<file path="src/rtl/inv_mix_columns_seq.sv">
// Iterative dual-rail (WDDL-style) AES InvMixColumns engine.
// Each 32-bit column is evaluated in its own cycle, and a spacer cycle
// precedes every evaluation. The rails therefore see a fixed,
// data-independent switching profile.
// Ports:
//   clk, rst_n                    clock, asynchronous active-low reset
//   InvMix_In_T/F, In_Valid       input state rails plus handshake
//   In_Ready                      high only in IDLE
//   InvMix_Out_T/F, Out_Valid     result rails (spacer unless DONE)
//   Out_Ready                     downstream accept
//   Out_Err                       input held a (0,0) or (1,1) rail pair

// One output byte of a column, on both rails. Each element of colIn
// is {T byte, F byte}. colIn[0] is the byte that gets the 0e
// coefficient, followed by 0b, 0d and 09 in rotation order.
module inv_mix_columns_lane (
  input  logic [3:0][15:0] colIn,
  output logic [15:0]      byteOut
);
  // Dual-rail XOR. It maps spacer to spacer and codeword to codeword.
  function automatic logic [15:0] dXor(input logic [15:0] a, input logic [15:0] b);
    return {(a[15:8] & b[7:0]) | (a[7:0] & b[15:8]),
            (a[15:8] & b[15:8]) | (a[7:0] & b[7:0])};
  endfunction

  // Dual-rail xtime. Bit 7 is rotated into bit 0 and then XORed into
  // bits 1, 3 and 4, which gives the 0x1B reduction. Positions left
  // untouched receive a dual-rail constant 0 (T=0, F=1). A spacer
  // input still yields a spacer output.
  function automatic logic [15:0] dXtime(input logic [15:0] a);
    logic [15:0] rot, msk;
    rot = {a[14:8], a[15], a[6:0], a[7]};
    msk = {3'b000, a[15], a[15], 1'b0, a[15], 1'b0,
           3'b111, a[7],  a[7],  1'b1, a[7],  1'b1};
    return dXor(rot, msk);
  endfunction

  logic [3:0][15:0] x1, x2, x3;
  logic [15:0]      t0, t1, t2, t3;

  always_comb begin
    for (int i = 0; i < 4; i++) begin
      x1[i] = dXtime(colIn[i]);
      x2[i] = dXtime(x1[i]);
      x3[i] = dXtime(x2[i]);
    end
    t0      = dXor(dXor(x3[0], x2[0]), x1[0]);    // 0e
    t1      = dXor(dXor(x3[1], x1[1]), colIn[1]); // 0b
    t2      = dXor(dXor(x3[2], x2[2]), colIn[2]); // 0d
    t3      = dXor(x3[3], colIn[3]);              // 09
    byteOut = dXor(dXor(t0, t1), dXor(t2, t3));
  end
endmodule

module inv_mix_columns_seq #(
  parameter int N    = 128,
  parameter int Nb   = 4,
  parameter int BYTE = 8,
  parameter int WORD = 32
) (
  input  logic         clk,
  input  logic         rst_n,
  input  logic [N-1:0] InvMix_In_T,
  input  logic [N-1:0] InvMix_In_F,
  input  logic         In_Valid,
  output logic         In_Ready,
  output logic [N-1:0] InvMix_Out_T,
  output logic [N-1:0] InvMix_Out_F,
  output logic         Out_Valid,
  input  logic         Out_Ready,
  output logic         Out_Err
);
  typedef enum logic [1:0] {IDLE, PRE, EVAL, DONE} state_t;

  state_t          state;
  logic [1:0]      col;
  logic            err;
  logic [N-1:0]    capT, capF, resT, resF;
  logic [WORD-1:0] mixInT, mixInF, mixOutT, mixOutF;

  logic [Nb-1:0][15:0]         colDr;
  logic [Nb-1:0][Nb-1:0][15:0] laneIn;
  logic [Nb-1:0][15:0]         laneOut;

  // Column mux. It drives spacer in every state except EVAL, so each
  // evaluation is preceded by a full precharge of the network.
  always_comb begin
    mixInT = '0;
    mixInF = '0;
    if (state == EVAL)
      for (int c = 0; c < Nb; c++)
        if (col == 2'(c)) begin
          mixInT = capT[N-1-c*WORD -: WORD];
          mixInF = capF[N-1-c*WORD -: WORD];
        end
  end

  genvar r, i;
  generate
    for (r = 0; r < Nb; r++) begin : gLane
      assign colDr[r] = {mixInT[WORD-1-r*BYTE -: BYTE], mixInF[WORD-1-r*BYTE -: BYTE]};
      // Output byte r takes the inputs rotated so that a[r] carries 0e.
      for (i = 0; i < Nb; i++) begin : gRot
        assign laneIn[r][i] = colDr[(r+i)%Nb];
      end
      inv_mix_columns_lane uLane (.colIn(laneIn[r]), .byteOut(laneOut[r]));
      assign mixOutT[WORD-1-r*BYTE -: BYTE] = laneOut[r][15:8];
      assign mixOutF[WORD-1-r*BYTE -: BYTE] = laneOut[r][7:0];
    end
  endgenerate

  always_ff @(posedge clk or negedge rst_n) begin
    if (!rst_n) begin
      state <= IDLE;
      col   <= '0;
      err   <= 1'b0;
      capT  <= '0;
      capF  <= '0;
      resT  <= '0;
      resF  <= '0;
    end else begin
      case (state)
        IDLE: if (In_Valid) begin
          capT  <= InvMix_In_T;
          capF  <= InvMix_In_F;
          resT  <= '0;
          resF  <= '0;
          err   <= |(~(InvMix_In_T ^ InvMix_In_F));
          col   <= '0;
          state <= PRE;
        end
        PRE: state <= EVAL;
        EVAL: begin
          // On a rail error the result stays spacer, but the sequence
          // still runs to completion so the timing does not depend on data.
          if (!err)
            for (int c = 0; c < Nb; c++)
              if (col == 2'(c)) begin
                resT[N-1-c*WORD -: WORD] <= mixOutT;
                resF[N-1-c*WORD -: WORD] <= mixOutF;
              end
          if (col == 2'(Nb-1)) state <= DONE;
          else begin
            col   <= col + 2'd1;
            state <= PRE;
          end
        end
        DONE: if (Out_Ready) begin
          err   <= 1'b0;
          state <= IDLE;
        end
        default: state <= IDLE;
      endcase
    end
  end

  assign In_Ready     = (state == IDLE);
  assign Out_Valid    = (state == DONE);
  assign Out_Err      = (state == DONE) && err;
  assign InvMix_Out_T = (state == DONE) ? resT : '0;
  assign InvMix_Out_F = (state == DONE) ? resF : '0;
endmodule

</file>
<file path="config.mk">
export PLATFORM = sky130hd
export DESIGN_NAME = inv_mix_columns_seq
export DESIGN_NICKNAME = d
export VERILOG_FILES = /design/src/rtl/inv_mix_columns_seq.sv
export SDC_FILE = /design/constraint.sdc
export NUM_CORES = 2
export LEC_CHECK = 0
export ABC_AREA = 0
export CAP_MARGIN = 20
export CORE_UTILIZATION = 59
export CTS_CLUSTER_DIAMETER = 150
export CTS_CLUSTER_SIZE = 10
export DETAILED_ROUTE_END_ITERATION = 12
export GPL_TIMING_DRIVEN = 0
export PLACE_DENSITY = 0.87
export SYNTH_ARGS = -nofsm -noshare
export SYNTH_HDL_FRONTEND = slang
export SYNTH_SLANG_ARGS = --single-unit
</file>
<file path="constraint.sdc">
create_clock -name clk -period 5.7 [get_ports clk]
set_clock_uncertainty 0.05 [all_clocks]
set_input_delay 0.855 -clock clk [delete_from_list [all_inputs] [get_ports clk]]
set_output_delay 0.855 -clock clk [all_outputs]
set_load 0.01 [all_outputs]
</file>
## After elaboration in Yosys (flattened, before gate mapping)

Cells that the tools add are included.

- Word-level logic and storage cells: 367
- Register bits: 517
- Input port bits: 260

- Equality and inequality tests: 14
- Muxes and demuxes: 35
- Bitwise gates (word level): 290
- Add/sub/neg operators: 1
- Reduce and logical (&&, ||, !) cells: 14

Operators by type and width:

| kind | count |
|---|---|
| $and A8 B8 Y8 | 168 |
| $or A8 B8 Y8 | 96 |
| $mux W128 | 5 |
| $mux W32 | 18 |
| $pmux W128 S2 | 2 |
| $and A8 B5 Y8 | 24 |
| $not A128 Y128 | 1 |
| $reduce_or A128 Y1 | 1 |
| $xor A128 B128 Y128 | 1 |
| $reduce_and A4 Y1 | 4 |
| $mux W2 | 5 |
| $ne A2 B1 Y1 const B | 5 |
| $eq A2 B2 Y1 const B | 4 |
| $pmux W2 S4 | 1 |
| $ne A2 B2 Y1 const B | 3 |
| $reduce_and A3 Y1 | 2 |
| $eq A2 B1 Y1 const B | 2 |
| $logic_not A2 Y1 | 2 |
| $pmux W2 S2 | 1 |
| $reduce_and A2 Y1 | 2 |
| $reduce_bool A2 Y1 | 2 |
| $add A2 B1 Y2 const B | 1 |
| $mux W1 | 2 |
| $pmux W1 S2 | 1 |
| $logic_and A1 B1 Y1 | 1 |

## Depth between registers and ports, before layout

- Word-level depth: 23
- Gate-level depth with buffers: 18
- Gate-level depth less buffers: 13

## By module

Synthesis repeated with hierarchy kept, for this count alone.

- Cell total of the unflattened synthesis: 3490
- Area, all modules: 32657.6 µm²

By module, submodules not included:

| module | instances | area an instance (µm²) | cells each | sequential area each (µm²) |
|---|---|---|---|---|
| inv_mix_columns_seq | 1 | 24444.7 | 2334 | 12937.4 |
| inv_mix_columns_lane | 4 | 2053.2 | 289 | 0.0 |

## Worst setup path after synthesis

Ideal clock, no wire load.

- Path kind: register to register
- Start point: reg col[0]
- End point: reg resT[107]
- Stages on the path, launching flop included: 17
- Required time: 5525 ps
- Data arrival time: 3204 ps
- Slack: 2322 ps
- Cells stage by stage: dfrtp_1 > inv_1 > ha_1 > buf_4 > buf_2 > buf_4 > a21o_1 > o221ai_2 > a22oi_1 > o21ai_0 > a22o_1 > nand2_2 > a22oi_1 > o22ai_1 > a22oi_2 > o22ai_2 > mux2_2

- Word-level cells in the longest chain between the ends: 23

Ends and longest elaborated chain:

| element | RTL line | source |
|---|---|---|
| start: declaration | 76 | `logic [1:0] col;` |
| start signal: assignment | 144 | `col <= col + 2'd1;` |
| $logic_not A2 Y1 | 92, 138 |  |
| $mux W32 (4 in series) | 92 | `if (col == 2'(c)) begin` |
| $mux W32 | 90 | `if (state == EVAL)` |
| $and A8 B8 Y8, or another cell as far along | 22 | `return {(a[15:8] & b[7:0]) \| (a[7:0] & b[15:8]),` |
| $or A8 B8 Y8 (on tied branches) | 22, 23 |  |
| $and A8 B8 Y8, or another cell as far along | 22 |  |
| $or A8 B8 Y8 (on tied branches) | 22, 23 |  |
| $and A8 B8 Y8, or another cell as far along | 22 |  |
| [... 4 more ...] | - |  |
| $or A8 B8 Y8 (on tied branches) | 22, 23 |  |
| $and A8 B8 Y8 (on tied branches) | 22, 23 |  |
| $or A8 B8 Y8 (on tied branches) | 22, 23 |  |
| $and A8 B8 Y8 | 22 |  |
| $or A8 B8 Y8 | 22 |  |
| $mux W32 | 138 | `if (col == 2'(c)) begin` |
| $mux W128 | 136 | `if (!err)` |
| $pmux W128 S2 | 122 | `case (state)` |
| end signal: indexed assignment | 139 | `resT[N-1-c*WORD -: WORD] <= mixOutT;` |
| end: declaration | 78 | `logic [N-1:0] capT, capF, resT, resF;` |

Parallel ways exist; a longest one is shown, timed or not. The select of a mux whose other input is x is not followed.
A chain may end at the register's enable or synchronous reset.

## Worst setup path in the final report

- Start point: reg col[1]
- End point: reg resF[85]

- Word-level cells in the longest chain between the ends: 23

Ends and longest elaborated chain:

| element | RTL line | source |
|---|---|---|
| $logic_not A2 Y1 | 92 |  |
| $mux W32 (4 in series) | 92 |  |
| $mux W32 | 90 |  |
| $and A8 B8 Y8, or another cell as far along | 22 |  |
| $or A8 B8 Y8 (on tied branches) | 22, 23 |  |
| $and A8 B8 Y8, or another cell as far along | 22 |  |
| $or A8 B8 Y8 (on tied branches) | 22, 23 |  |
| $and A8 B8 Y8, or another cell as far along | 22 |  |
| [... 4 more ...] | - |  |
| $or A8 B8 Y8 (on tied branches) | 22, 23 |  |
| $and A8 B8 Y8 (on tied branches) | 22, 23 |  |
| $or A8 B8 Y8 (on tied branches) | 22, 23 |  |
| $and A8 B8 Y8 | 23 | `(a[15:8] & b[15:8]) \| (a[7:0] & b[7:0])};` |
| $or A8 B8 Y8 | 23 |  |
| $mux W32 | 138 |  |
| $mux W128 | 136 |  |
| $pmux W128 S2 | 122 |  |
| end signal: indexed assignment | 140 | `resF[N-1-c*WORD -: WORD] <= mixOutF;` |
| end: declaration | 78 |  |

Parallel ways exist; a longest one is shown, timed or not. The select of a mux whose other input is x is not followed.

==> results by group <==
Timing
  • RSZ-0062 raised after global routing: no
  • Worst-Margin Slew: ~1.4 ns
  • Fin. Hold Viols: 0
  • Slew HR: 4.14%
  • Fmax: 0.176 GHz
  • Min Clock Period, post-route: 5.68 ns
  • Final hold slack: between 0.08 and 0.09 ns
  • Final setup violation count: 0
  • Tcrit/Tclk final: between 90 and 100%
  • Slew Limit Fails: 0

CTS
  • Root Driver: clkbuf_16
  • TritonCTS Sinks: 517
  • Reg clk slew, reported paths: about 0.06 ns
  • CTS tree: built
  • Number of setup buffers added after CTS: 0
  • Clk buf depth: 3
  • Worst skew pair latency: 0.65 ns
  • H-Tree Level Count: 2
  • CTS Buf Count: 57

Critical path
  • Worst EP arrival: 6.09 ns
  • Startpoint Class: flop
  • Critical-path maximum fanout: 10
  • Worst path cell trace: inv_1 -> ha_1 -> buf_6 -> buf_2 -> buf_2 -> o211ai_1 -> a32o_1 -> a22oi_1 -> o22a_1 -> buf_4 -> o22ai_1 -> a22oi_1 -> o22ai_1 -> a22oi_1 -> o21ai_0
  • FF-to-FF End: resF[85]
  • Max incr delay on CP: 1.01 ns
  • Worst path bufs/invs: 5
  • CP Data Required Time: 6.10 ns
  • CP endpoint kind: flop
  • CP max stage cell: a22oi_1
  • R2R depth: 15
  • Type of the worst setup path: flop to flop
  • Critical path's most frequent cell: a22oi_1
  • Top delay family on crit path: compound AO/OA/AOI/OAI gates
  • Internal reg-to-reg setup slack: 0.02 ns
  • Worst r2r src: col[1]

Global route
  • Overall routing resource usage: 55.0%
  • Number of global-route vias before repair: 31500
  • Grt total ovfl: 0
  • First-pass GRT wire length: 213000 um
  • Initial antenna violation count: 9
  • Largest net degree at the start of global routing: 126

Route
  • Mean routed wirelength per cell: 33.1 um
  • ANT nets after route: 0
  • Drt initial violations: 5736
  • Routed vias/inst: around 7.4
  • Routed via count: 33493
  • Initial DRT Pass Iterations: 9
  • Drc violations: 0
  • Final wirelength: 150000 um

Finish
  • Layout cells sized above 1: 14.5%
  • Nets: 4099
  • Area delta synth->final: 25.0%
  • Fillers: 3613
  • Design Area, Final: 39000 um2

Synthesis
  • Top-count cell post-synth: dfrtp_1
  • Seq/Total Area, Yosys: 41.4%
  • Cell variety after synth: 68
  • Post-Synth Adder-Cell Area: less than 1%
  • Yosys top cell area share: between 40 and 50%
  • Area fraction in compound gates after synthesis: 26.1%
  • Syn_nets: 3509
  • Primary FF master, synth: dfrtp_1
  • Mux cell area share after synthesis: under 10%
  • Mean post-synth cell area: 9.62 um2
  • XOR/XNOR share of the synthesized area: 3.48%
  • Fraction of registers with async set/reset: 100%
  • Top cells by area, synth: dfrtp_1 (41%), mux2_2 (9.6%), a22oi_1 (5.4%)
  • Cell taking the most area after synthesis: dfrtp_1
  • Synth Warn #: 0
  • Post-synth top cells: dfrtp_1 (517), nand2_1 (432), mux2_2 (267), and3_1 (257), o22ai_1 (234)
  • Largest family of logic cells by synthesized area: compound AO/OA/AOI/OAI gates
  • Seq cells post-synth: slightly above 500
  • Post-Synthesis Cell Area: 31200 um2
  • Synthesized instance count: 3245
  • Number of enable flip-flop cells after synthesis: 0
  • Post-Synth Simple-Gate Area: between 10% and 20%

Place
  • RePlAce Congestion: ~1.1
  • IO buf count: between 500 and 600
  • Placed Area: 37500 um2
  • Hpwl dp: about 120000 um

Power
  • Peak supply drop: 0.320 mV
  • Leak: between 15 and 20 nW
  • P per Cell Area: 499 nW/um2

Floorplan
  • Die width: 232 um
  • DIE HEIGHT: 232 um
  • Core area: 51800 um2
  • Die area: roughly 54000 um2
  • Initial core utilization: 60.2%
  • Rows: 83
  • Io pins: 519

Status
  • Status: finished clean

Flow run
  • Maxcap violations: 0

Hold path
  • Min-Delay Path Class: input port to asynchronous set/reset pin
[metal layers]
metal  vias up  wire [um]  part of all wire [%]  GRT usage, %
met1     16054      50500                    34          66.7
met4         8      13400                   9.0          40.2
met3       810      25000                    17          24.0
met2      3248      60800                    41          77.3
li1      13373          -                     -             -
met5         -         58                 0.039         0.735
[state kept, by name, summed over array words and instances (netlist names)]
signal,cells
resT,128
col,2
capF,128
resF,128
err,1
capT,128
state,2
[logic make-up (layout without fill, tap and decap cells)]
family          Yosys count  after routing
flops                   517            517
mux                     267            267
simple gates            927            927
other cells               0              7
buf+inv                 291            884
compound gates         1115           1115
xor+xnor                124            124
fa+ha+maj                 4              4
[power by group]
| part | internal [mW] | total [mW] | leakage (nW) | switching (mW) |
|---|---|---|---|---|
| Clock | 1.80 | 3.30 | 0.739 | 1.50 |
| Combinational | 3.17 | 10.9 | 8.30 | 7.72 |
| Sequential | 4.63 | 5.27 | 6.67 | 0.639 |
| Total | 9.60 | 19.5 | 15.7 | 9.86 |
[area by class of cell]
class / instances / area, um2 / share of cell area [%]
antenna: 7 / 17.5 / 0.0449
buffer: 249 / 1150 / 2.95
clock buffer: 60 / 1470 / 3.76
clock inverter: 2 / 38.8 / 0.0994
inverter: 42 / 160 / 0.410
multi-input combinational: 2437 / 17000 / 43.5
sequential: 517 / 12900 / 33.2
tap: 680 / 851 / 2.18
timing repair buffer: 531 / 5420 / 13.9
[cells in the final DEF (no fill, tap or decap), types with 9 or more instances in the layout]
| cell | instances |
|---|---|
| nor2_1 | 41 |
| buf_2 | 50 |
| nand3b_1 | 36 |
| clkbuf_16 | 58 |
| xnor2_1 | 54 |
| nand4_1 | 21 |
| a221oi_2 | 16 |
| nor2b_1 | 16 |
| nor4_1 | 19 |
| mux2_2 | 267 |
| a32oi_1 | 9 |
| buf_6 | 13 |
| and2_1 | 41 |
| xor2_1 | 70 |
| a21o_1 | 16 |
| o22ai_1 | 234 |
| o21ai_1 | 110 |
| a21oi_1 | 87 |
| o22a_1 | 66 |
| and3b_1 | 9 |
| a21oi_2 | 10 |
| a22oi_2 | 26 |
| o22ai_2 | 27 |
| a22oi_1 | 224 |
| buf_4 | 20 |
| or2_2 | 11 |
| o211ai_1 | 16 |
| and3_1 | 257 |
| clkdlybuf4s50_1 | 517 |
| o21ai_0 | 139 |
| inv_1 | 41 |
| dfrtp_1 | 517 |
| nand2_1 | 432 |
| nor2_2 | 10 |
| nand2b_1 | 18 |
| clkbuf_1 | 169 |
| a32o_1 | 18 |
| a22o_1 | 60 |
[metrics by stage]
step                util, %  cells  power (mW)  setup WS [ns]  TNS (ns)
floorplan                 -   3245        11.4           2.32         0
global placement       71.9   4443        15.1         -18.71  -9639.76
detailed placement     72.3   4456        15.4          0.384         0
global route           75.3   4518        19.8         0.0848         0
finish                 75.3   4525        19.5         0.0166         0
CTS                    75.2   4518        18.7          0.274         0
[worst max-delay path by stage]
stage                end  startpoint  depth (start not counted)  slack [ns]
4_1_cts        resF[124]      col[1]                         15        0.27
6_report        resF[85]      col[1]                         15        0.02
3_5_place_dp   resF[124]      col[1]                         15        0.38
2_1_floorplan  resT[107]      col[0]                         16        2.32
3_3_place_gp    resF[65]       rst_n                          1      -18.71
5_1_grt         resF[85]      col[0]                         16        0.08
[repair_timing]
action                                  CTS  global route
hold buffers                              0             0
gates resized for setup                   0             1
hold endpoints to repair                  0             0
endpoints found under the setup margin    0             4
Note: power is estimated with default switching activity, not from simulation.
